$ cat src/rtl/cic_decim_prog_if.sv
// ---------------------------------------------------------------------------
// cic_decim_prog_if
// Sample and configuration bus for the programmable CIC decimator.
//
// Signals (directions as seen from the decimator, i.e. the slave modport):
//   data_i       in   DATAIN_WIDTH   signed input sample
//   valid_i      in   1              data_i valid this cycle
//   rate_i       in   RATE_WIDTH     requested decimation ratio R
//   shift_i      in   SHIFT_WIDTH    output right-shift (normalisation)
//   rate_load_i  in   1              pulse: capture rate_i/shift_i as pending
//   data_o       out  DATAOUT_WIDTH  signed decimated output
//   valid_o      out  1              data_o valid for one enabled cycle
//   ovf_o        out  1              saturation on this output, with valid_o
//
// The master modport is the producer/consumer side (source + sink).
// ---------------------------------------------------------------------------
interface cic_decim_prog_if #(
    parameter int DATAIN_WIDTH  = 16,
    parameter int DATAOUT_WIDTH = 16,
    parameter int RATE_WIDTH    = 7,
    parameter int SHIFT_WIDTH   = 6
);
    logic signed [DATAIN_WIDTH-1:0]  data_i;
    logic                            valid_i;
    logic        [RATE_WIDTH-1:0]    rate_i;
    logic        [SHIFT_WIDTH-1:0]   shift_i;
    logic                            rate_load_i;
    logic signed [DATAOUT_WIDTH-1:0] data_o;
    logic                            valid_o;
    logic                            ovf_o;

    modport master (
        output data_i, valid_i, rate_i, shift_i, rate_load_i,
        input  data_o, valid_o, ovf_o
    );

    modport slave (
        input  data_i, valid_i, rate_i, shift_i, rate_load_i,
        output data_o, valid_o, ovf_o
    );
endinterface

$ cat src/rtl/cic_decim_prog.sv
// ---------------------------------------------------------------------------
// cic_decim_prog
// Runtime-programmable CIC decimator: N pipelined integrators running at the
// input rate, an internal decimation counter, N comb stages (differential
// delay M) running at the output rate, and a rounding/saturating output stage
// with a programmable normalisation shift.
//
// Ports:
//   clk_i   in   clock
//   rst_i   in   synchronous active-high reset
//   en_i    in   global clock enable; low freezes every register
//   bus     slave modport of cic_decim_prog_if (samples, config, outputs)
// ---------------------------------------------------------------------------
module cic_decim_prog #(
    parameter int DATAIN_WIDTH  = 16,
    parameter int DATAOUT_WIDTH = 16,
    parameter int M             = 2,
    parameter int N             = 5,
    parameter int MAXRATE       = 64,
    parameter int BITGROWTH     = 35,
    parameter int RATE_WIDTH    = 7,
    parameter int SHIFT_WIDTH   = 6
) (
    input  logic              clk_i,
    input  logic              rst_i,
    input  logic              en_i,
    cic_decim_prog_if.slave   bus
);
    localparam int ACC_W = DATAIN_WIDTH + BITGROWTH;

    // Saturation bounds expressed at the rounding width (ACC_W+1 bits).
    localparam logic signed [ACC_W:0] MAX_OUT =
        {{(ACC_W+2-DATAOUT_WIDTH){1'b0}}, {(DATAOUT_WIDTH-1){1'b1}}};
    localparam logic signed [ACC_W:0] MIN_OUT =
        {{(ACC_W+2-DATAOUT_WIDTH){1'b1}}, {(DATAOUT_WIDTH-1){1'b0}}};

    typedef logic signed [ACC_W-1:0] acc_t;

    // Ratios 0 and 1 both mean "every sample passes"; larger than MAXRATE is capped.
    function automatic logic [RATE_WIDTH-1:0] clampRate(input logic [RATE_WIDTH-1:0] r);
        logic [RATE_WIDTH-1:0] v;
        if (r <= RATE_WIDTH'(1))
            v = RATE_WIDTH'(1);
        else if (r > RATE_WIDTH'(MAXRATE))
            v = RATE_WIDTH'(MAXRATE);
        else
            v = r;
        return v;
    endfunction

    acc_t                    r_integ [N];
    logic [RATE_WIDTH-1:0]   r_cnt;
    logic [RATE_WIDTH-1:0]   r_rateAct;
    logic [SHIFT_WIDTH-1:0]  r_shiftAct;
    logic [RATE_WIDTH-1:0]   r_pendRate;
    logic [SHIFT_WIDTH-1:0]  r_pendShift;
    logic                    r_pend;
    logic                    r_strobe;
    logic [SHIFT_WIDTH-1:0]  r_strobeShift;
    acc_t                    r_sampler;
    logic                    r_sampValid;
    logic [SHIFT_WIDTH-1:0]  r_sampShift;
    acc_t                    r_combDly [N][M];
    acc_t                    r_comb [N];
    logic [N-1:0]            r_combValid;
    logic [SHIFT_WIDTH-1:0]  r_combShift [N];
    logic signed [DATAOUT_WIDTH-1:0] r_dataOut;
    logic                    r_outValid;
    logic                    r_ovf;

    logic                    w_accept;
    logic                    w_wrap;
    acc_t                    w_dataExt;
    acc_t                    w_combIn [N];
    logic [N-1:0]            w_combInValid;
    logic [SHIFT_WIDTH-1:0]  w_combInShift [N];
    logic signed [ACC_W:0]   w_wide;
    logic signed [ACC_W:0]   w_round;
    logic signed [ACC_W:0]   w_sum;
    logic signed [ACC_W:0]   w_y;
    logic signed [DATAOUT_WIDTH-1:0] w_dataSat;
    logic                    w_ovf;

    assign w_accept  = en_i & bus.valid_i;
    assign w_wrap    = w_accept && (r_cnt == r_rateAct - RATE_WIDTH'(1));
    assign w_dataExt = {{(ACC_W-DATAIN_WIDTH){bus.data_i[DATAIN_WIDTH-1]}}, bus.data_i};

    // Integrators are pipelined: each stage adds the previous stage's old
    // value, so the cascade carries an (N-1)-sample latency but no long
    // carry chain through all stages. Wrap-around is intentional.
    always_ff @(posedge clk_i) begin
        if (rst_i) begin
            for (int i = 0; i < N; i++)
                r_integ[i] <= '0;
        end else if (w_accept) begin
            r_integ[0] <= r_integ[0] + w_dataExt;
            for (int i = 1; i < N; i++)
                r_integ[i] <= r_integ[i] + r_integ[i-1];
        end
    end

    // Decimation counter and configuration. A reload is held pending until
    // the next wrap so the running period always finishes with the old ratio;
    // a load landing exactly on a wrap takes effect at that wrap. The strobe
    // carries the shift that was active during the period it closes.
    always_ff @(posedge clk_i) begin
        if (rst_i) begin
            r_cnt         <= '0;
            r_rateAct     <= clampRate(bus.rate_i);
            r_shiftAct    <= bus.shift_i;
            r_pendRate    <= RATE_WIDTH'(1);
            r_pendShift   <= '0;
            r_pend        <= 1'b0;
            r_strobe      <= 1'b0;
            r_strobeShift <= '0;
        end else if (en_i) begin
            r_strobe <= w_wrap;
            if (w_wrap)
                r_strobeShift <= r_shiftAct;
            if (w_accept)
                r_cnt <= w_wrap ? '0 : r_cnt + RATE_WIDTH'(1);
            if (w_wrap) begin
                if (bus.rate_load_i) begin
                    r_rateAct  <= clampRate(bus.rate_i);
                    r_shiftAct <= bus.shift_i;
                end else if (r_pend) begin
                    r_rateAct  <= r_pendRate;
                    r_shiftAct <= r_pendShift;
                end
                r_pend <= 1'b0;
            end else if (bus.rate_load_i) begin
                r_pendRate  <= clampRate(bus.rate_i);
                r_pendShift <= bus.shift_i;
                r_pend      <= 1'b1;
            end
        end
    end

    // Sampler grabs the last integrator one cycle after the wrap, before any
    // later sample can modify it.
    always_ff @(posedge clk_i) begin
        if (rst_i) begin
            r_sampler   <= '0;
            r_sampValid <= 1'b0;
            r_sampShift <= '0;
        end else if (en_i) begin
            r_sampValid <= r_strobe;
            if (r_strobe) begin
                r_sampler   <= r_integ[N-1];
                r_sampShift <= r_strobeShift;
            end
        end
    end

    // Input of each comb stage: the sampler for the first, the previous
    // comb stage for the rest.
    always_comb begin
        w_combIn[0]      = r_sampler;
        w_combInValid[0] = r_sampValid;
        w_combInShift[0] = r_sampShift;
        for (int k = 1; k < N; k++) begin
            w_combIn[k]      = r_comb[k-1];
            w_combInValid[k] = r_combValid[k-1];
            w_combInShift[k] = r_combShift[k-1];
        end
    end

    // Comb stages run at the output rate: both the difference register and
    // its M-deep delay line advance only when a decimated sample arrives.
    always_ff @(posedge clk_i) begin
        if (rst_i) begin
            r_combValid <= '0;
            for (int k = 0; k < N; k++) begin
                r_comb[k]      <= '0;
                r_combShift[k] <= '0;
                for (int j = 0; j < M; j++)
                    r_combDly[k][j] <= '0;
            end
        end else if (en_i) begin
            r_combValid <= w_combInValid;
            for (int k = 0; k < N; k++) begin
                if (w_combInValid[k]) begin
                    r_comb[k]       <= w_combIn[k] - r_combDly[k][M-1];
                    r_combShift[k]  <= w_combInShift[k];
                    r_combDly[k][0] <= w_combIn[k];
                    for (int j = 1; j < M; j++)
                        r_combDly[k][j] <= r_combDly[k][j-1];
                end
            end
        end
    end

    // Round half up, then saturate. One extra bit of headroom keeps the
    // rounding add from overflowing; the rounding constant is 2^(s-1), which
    // collapses to zero when s is zero.
    always_comb begin
        w_wide    = {r_comb[N-1][ACC_W-1], r_comb[N-1]};
        w_round   = ({{ACC_W{1'b0}}, 1'b1} << r_combShift[N-1]) >> 1;
        w_sum     = w_wide + w_round;
        w_y       = w_sum >>> r_combShift[N-1];
        w_dataSat = w_y[DATAOUT_WIDTH-1:0];
        w_ovf     = 1'b0;
        if (w_y > MAX_OUT) begin
            w_dataSat = MAX_OUT[DATAOUT_WIDTH-1:0];
            w_ovf     = 1'b1;
        end else if (w_y < MIN_OUT) begin
            w_dataSat = MIN_OUT[DATAOUT_WIDTH-1:0];
            w_ovf     = 1'b1;
        end
    end

    // Output register; data and flag hold between outputs.
    always_ff @(posedge clk_i) begin
        if (rst_i) begin
            r_dataOut  <= '0;
            r_outValid <= 1'b0;
            r_ovf      <= 1'b0;
        end else if (en_i) begin
            r_outValid <= r_combValid[N-1];
            if (r_combValid[N-1]) begin
                r_dataOut <= w_dataSat;
                r_ovf     <= w_ovf;
            end
        end
    end

    // Gating with en_i means a frozen cycle never presents the output, so
    // each output is seen for exactly one enabled cycle.
    assign bus.data_o  = r_dataOut;
    assign bus.valid_o = r_outValid & en_i;
    assign bus.ovf_o   = r_ovf;

endmodule
$ cat src/flat_wrapper.sv
// flat-port wrapper written by rule: the top's interface ports become plain ports
module cic_decim_prog_flat 
#(
    parameter int DATAIN_WIDTH  = 16,
    parameter int DATAOUT_WIDTH = 16,
    parameter int M             = 2,
    parameter int N             = 5,
    parameter int MAXRATE       = 64,
    parameter int BITGROWTH     = 35,
    parameter int RATE_WIDTH    = 7,
    parameter int SHIFT_WIDTH   = 6
)
  (clk_i, rst_i, en_i, bus_data_i, bus_valid_i, bus_rate_i, bus_shift_i, bus_rate_load_i, bus_data_o, bus_valid_o, bus_ovf_o);
  cic_decim_prog_if #(.DATAIN_WIDTH(DATAIN_WIDTH), .DATAOUT_WIDTH(DATAOUT_WIDTH), .RATE_WIDTH(RATE_WIDTH), .SHIFT_WIDTH(SHIFT_WIDTH)) bus_i ();
  input  logic clk_i;
  input  logic rst_i;
  input  logic en_i;
  input wire logic [$bits(bus_i.data_i)-1:0] bus_data_i;
  input wire logic [$bits(bus_i.valid_i)-1:0] bus_valid_i;
  input wire logic [$bits(bus_i.rate_i)-1:0] bus_rate_i;
  input wire logic [$bits(bus_i.shift_i)-1:0] bus_shift_i;
  input wire logic [$bits(bus_i.rate_load_i)-1:0] bus_rate_load_i;
  output wire logic [$bits(bus_i.data_o)-1:0] bus_data_o;
  output wire logic [$bits(bus_i.valid_o)-1:0] bus_valid_o;
  output wire logic [$bits(bus_i.ovf_o)-1:0] bus_ovf_o;
  assign bus_i.data_i = bus_data_i;
  assign bus_i.valid_i = bus_valid_i;
  assign bus_i.rate_i = bus_rate_i;
  assign bus_i.shift_i = bus_shift_i;
  assign bus_i.rate_load_i = bus_rate_load_i;
  assign bus_data_o = bus_i.data_o;
  assign bus_valid_o = bus_i.valid_o;
  assign bus_ovf_o = bus_i.ovf_o;
  cic_decim_prog #(.DATAIN_WIDTH(DATAIN_WIDTH), .DATAOUT_WIDTH(DATAOUT_WIDTH), .M(M), .N(N), .MAXRATE(MAXRATE), .BITGROWTH(BITGROWTH), .RATE_WIDTH(RATE_WIDTH), .SHIFT_WIDTH(SHIFT_WIDTH)) u_core (.clk_i(clk_i), .rst_i(rst_i), .en_i(en_i), .bus(bus_i));
endmodule
$ cat config.mk
export PLATFORM = sky130hd
export DESIGN_NAME = cic_decim_prog_flat
export DESIGN_NICKNAME = d
export VERILOG_FILES = /design/src/rtl/cic_decim_prog_if.sv /design/src/rtl/cic_decim_prog.sv /design/src/flat_wrapper.sv
export SDC_FILE = /design/constraint.sdc
export NUM_CORES = 2
export LEC_CHECK = 0
export CAP_MARGIN = 20
export CORE_MARGIN = 2
export CORE_UTILIZATION = 69
export DETAILED_ROUTE_END_ITERATION = 10
export PLACE_DENSITY_LB_ADDON = 0.08
export SETUP_SLACK_MARGIN = 0.15
export SYNTH_ARGS = -nofsm -noshare
export SYNTH_HDL_FRONTEND = slang
export SYNTH_SLANG_ARGS = --single-unit
$ cat constraint.sdc
create_clock -name clk_i -period 16.05 [get_ports clk_i]
set_clock_uncertainty 0.1 [all_clocks]
set_input_delay 3.21 -clock clk_i [delete_from_list [all_inputs] [get_ports clk_i]]
set_output_delay 3.21 -clock clk_i [all_outputs]
set_load 0.01 [all_outputs]
==> summary.md <==
| Metric | Value |
|---|---|
| Number of synthesized flops with an enable pin | 1063 |
| Ys flop type | edfxtp_1 |
| Commonest cells post-synth | 1063 x edfxtp_1, 798 x nor2_1, 553 x ha_1, 551 x a21oi_1, 511 x nand2_1 |
| Final instance count without filler cells | 9143 |
| Internal cell power | 5.439 mW |
| CTS tree | yes |
| Synth Net Count | 8324 |
| Leakage power | 34.73 nW |
| Crit-path max FO | 40 |
| Arr. time, crit path | 9.07 ns |
| Synth area leader | edfxtp_1 |
| Post-synthesis cell count | 7726 |
| CP Capture Type | flip-flop |
| Detail Route Antenna Nets | 0 |
| Hold Crit Class | reg2reg |
| CTS hold repair buffers | 0 |
| Period Utilization, post-route | 53.53% |
| Clock latency on the worst-skew pair | 0.76 ns |
| Max Cap Viol | 0 |
| CTS H-tree lvls | 3 |
| CP Class | reg2reg |
| Slew of the pin with the lowest slew margin | 1.091 ns |
| Vias post-DR | 59247 |
| Area of the die | 0.1124 mm² |
| Final setup viols | 0 |
| Die W | 335.3 µm |
| Max Clock Freq | 116.4 MHz |
| Worst endpoint required time | 16.53 ns |
| GP Congestion | 0.9863 |
| Setup TNS | 0 ns |
| Max-slew violation count | 0 |
| DR iter-0 viols | 5265 |
| Sequential share of the synthesized area | 45.02% |
| Routed WL | 186.6 mm |
| Post-synth top area share | 42.14% |
| DRC Markers | 0 |
| Seq pwr share | 47.5% |
| Worst slew margin | 27.28% |
| Final Hold Vio Count | 0 |
| Initial Util | 69.58% |
| Root buffer cell | clkbuf_16 |
| Num CTS Buffers | 119 |
| # port buffers | 51 |
| Vias in the first global route | 57306 |
| Initial DRT Pass Iterations | 8 |
| Ports | 52 |
| Ant. Diodes | 0 |
| Post-CTS Resized | 0 |
| Post-synthesis async set-or-reset flop share | 0% |
| CP startpoint kind | flip-flop |
| Initial antenna violation count | 4 |
| Via density | 6.480 |
| Synth warnings | 0 |
| R2R setup slack | 7.46 ns |
| Yosys cell types | 104 |
| Mapped cell area | 0.07574 mm² |
| WL per Instance | 20.41 µm |
| Clock tree buffer depth | 3 |
| Area delta synth->final | 7.212% |
| Count leader, synth | edfxtp_1 |
| Pwr/cell area | 91.56 mW/mm² |
| Fill cells | 7614 |
| Mapped Avg Cell Area | 9.804 µm² |
| Synth top area cells | edfxtp_1 42%, ha_1 9.1%, nor2_1 4.0% |
| Die Height | 335.3 µm |
| Largest net degree at the start of global routing | 286 |
| Worst VDD drop | 0.0001224 V |
| Fin crit period | 8.591 ns |
| Postcts setup bufs | 0 |
| Total track usage | 32.75% |
| Combinational share of power | 15.5% |
| Clk sinks | 1172 |
| Fraction of layout cells with a size suffix above 1 | 5.201% |
| Placed cells | 8914 |
| Final #Nets | 8221 |
| Switch share | 26.85% |
| Detailed placer's ending HPWL | 133.0 mm |
| Num rows | 121 |
| Clk slew on worst S/H paths | 0.06 ns |
| Sw Pwr | 1.996 mW |
| First-pass GRT wire length | 297.9 mm |
| GR Overflow Total | 0 |
| #FFs+latches synth | 1172 |
| Clock power frac | 37.0% |
| RSZ-0062 raised after global routing | false |
| Outcome | complete, no violations |
| Core area | 0.1089 mm² |
[registers in the layout, indices dropped and copies added (netlist names), 5 cells and up]
name                  count
u_core.r_strobeShift      6
u_core.r_combValid        5
u_core.r_sampShift        6
u_core.r_cnt              7
u_core.r_comb           255
u_core.r_integ          255
u_core.bus.data_o        16
u_core.r_pendShift        6
u_core.r_rateAct          7
u_core.r_combDly        510
u_core.r_shiftAct         6
u_core.r_pendRate         7
u_core.r_sampler         51
u_core.r_combShift       30
[placed cells by master (no fill, tap or decap), drive strengths merged, types with 30 or more instances in the layout]
cell	synthesis	final
a211o	30	30
a211oi	95	95
a21o	253	253
a21oi	553	553
a31oi	78	78
and2	198	198
and3	471	471
buf	54	62
clkbuf	282	168
clkdlybuf4s50	0	50
clkinv	1	49
dfxtp	109	109
edfxtp	1063	1063
ha	553	553
inv	388	393
mux2i	64	64
nand2	511	511
nand2b	116	116
nand3	139	139
nand4	55	55
nor2	798	798
nor2b	100	100
nor3	226	226
o211ai	57	57
o21a	77	77
o21ai	332	332
o21bai	62	62
o31ai	65	65
or2	56	56
or3	53	53
xnor2	216	216
xor2	203	203
[cell type report]
class                           instances  area (µm²)  share of cell area (%)
Timing Repair Buffer                  112       991.0                   1.220
Clock buffer                          168        3411                   4.200
Tap cell                             1414        1769                   2.179
Sequential cell                      1172       34110                   42.00
Multi-Input combinational cell       5829       38970                   47.99
Clock inverter                         59       494.2                  0.6086
Inverter                              389        1460                   1.798
[per-stage QoR]
step                      instance area (µm²)  hold WS [ns]  power (mW)  setup slack [ns]  utilization, %
after floorplan                         75740        0.3312       4.444             5.211               -
final                                   81210        0.3544       7.435             7.459           74.60
after global placement                  77290        0.3386       4.681             7.830           71.00
after CTS                               81190        0.3520       7.441             7.882           74.59
after detailed placement                77290        0.3426       4.716             7.817           71.00
after global routing                    81210        0.3828       7.699             7.152           74.60
[power by group through the flow]
stage               registers (mW)  clock network (mW)  logic [mW]
global placement              3.59                   0        1.09
finish                        3.53                2.75        1.15
global route                  3.54                2.89        1.27
detailed placement            3.59                   0        1.12
CTS                           3.53                2.78        1.13
floorplan                     3.57                   0       0.874
[final timing paths]
check                                          startpoint               endpoint  cells past startpoint
worst max-delay path            u_core.r_combShift[0][28]       u_core.bus.ovf_o                     21
worst min-delay path                u_core.r_sampShift[5]  u_core.r_sampShift[5]                      2
worst max register to register  u_core.r_combShift[0][28]       u_core.bus.ovf_o                     21
worst min register to register      u_core.r_sampShift[5]  u_core.r_sampShift[5]                      2
[per-layer routing]
metal,vias to the layer above,wire length [µm],track usage [%],part of all wire [%]
li1,28365,-,-,-
met1,28298,78350,43.58,42
met2,2145,88040,54.54,47
met3,435,13170,4.580,7.1
met4,4,7032,12.57,3.8
met5,-,23,0,0.012
[cell families (layout without fill, tap and decap cells)]
kind of cell               after synthesis  count (layout)  share of synthesized area [%]
AOI/OAI and AO/OA                     1903            1903                          16.59
xor gates and xnor gates               419             419                          4.845
adders and majority gates              564             564                          9.426
buffers and inverters                  725             728                          3.632
DFF                                   1172            1172                          45.02
muxes                                  107             107                          1.738
and+or+nand+nor                       2836            2836                          18.75
[critical path: stages (launching register included)]
cell and delay (ns):
edfxtp_1 0.33, buf_4 0.40, inv_1 0.35, nor2_1 0.83, nand2_1 0.36, nor2_1 0.19, ha_1 0.36, a21oi_1 0.25
nand2_1 0.10, a221oi_1 0.84, o21ai_1 0.37, nor3_4 0.31, mux2_2 0.41, or4_1 0.43, a31oi_1 0.24, a2111oi_0 0.17
a311o_1 0.45, a2111oi_0 0.27, nor4bb_1 0.35, nand4_1 0.60, o31a_1 0.49, o31a_1 0.23
Power figures use the tool's default switching activity.
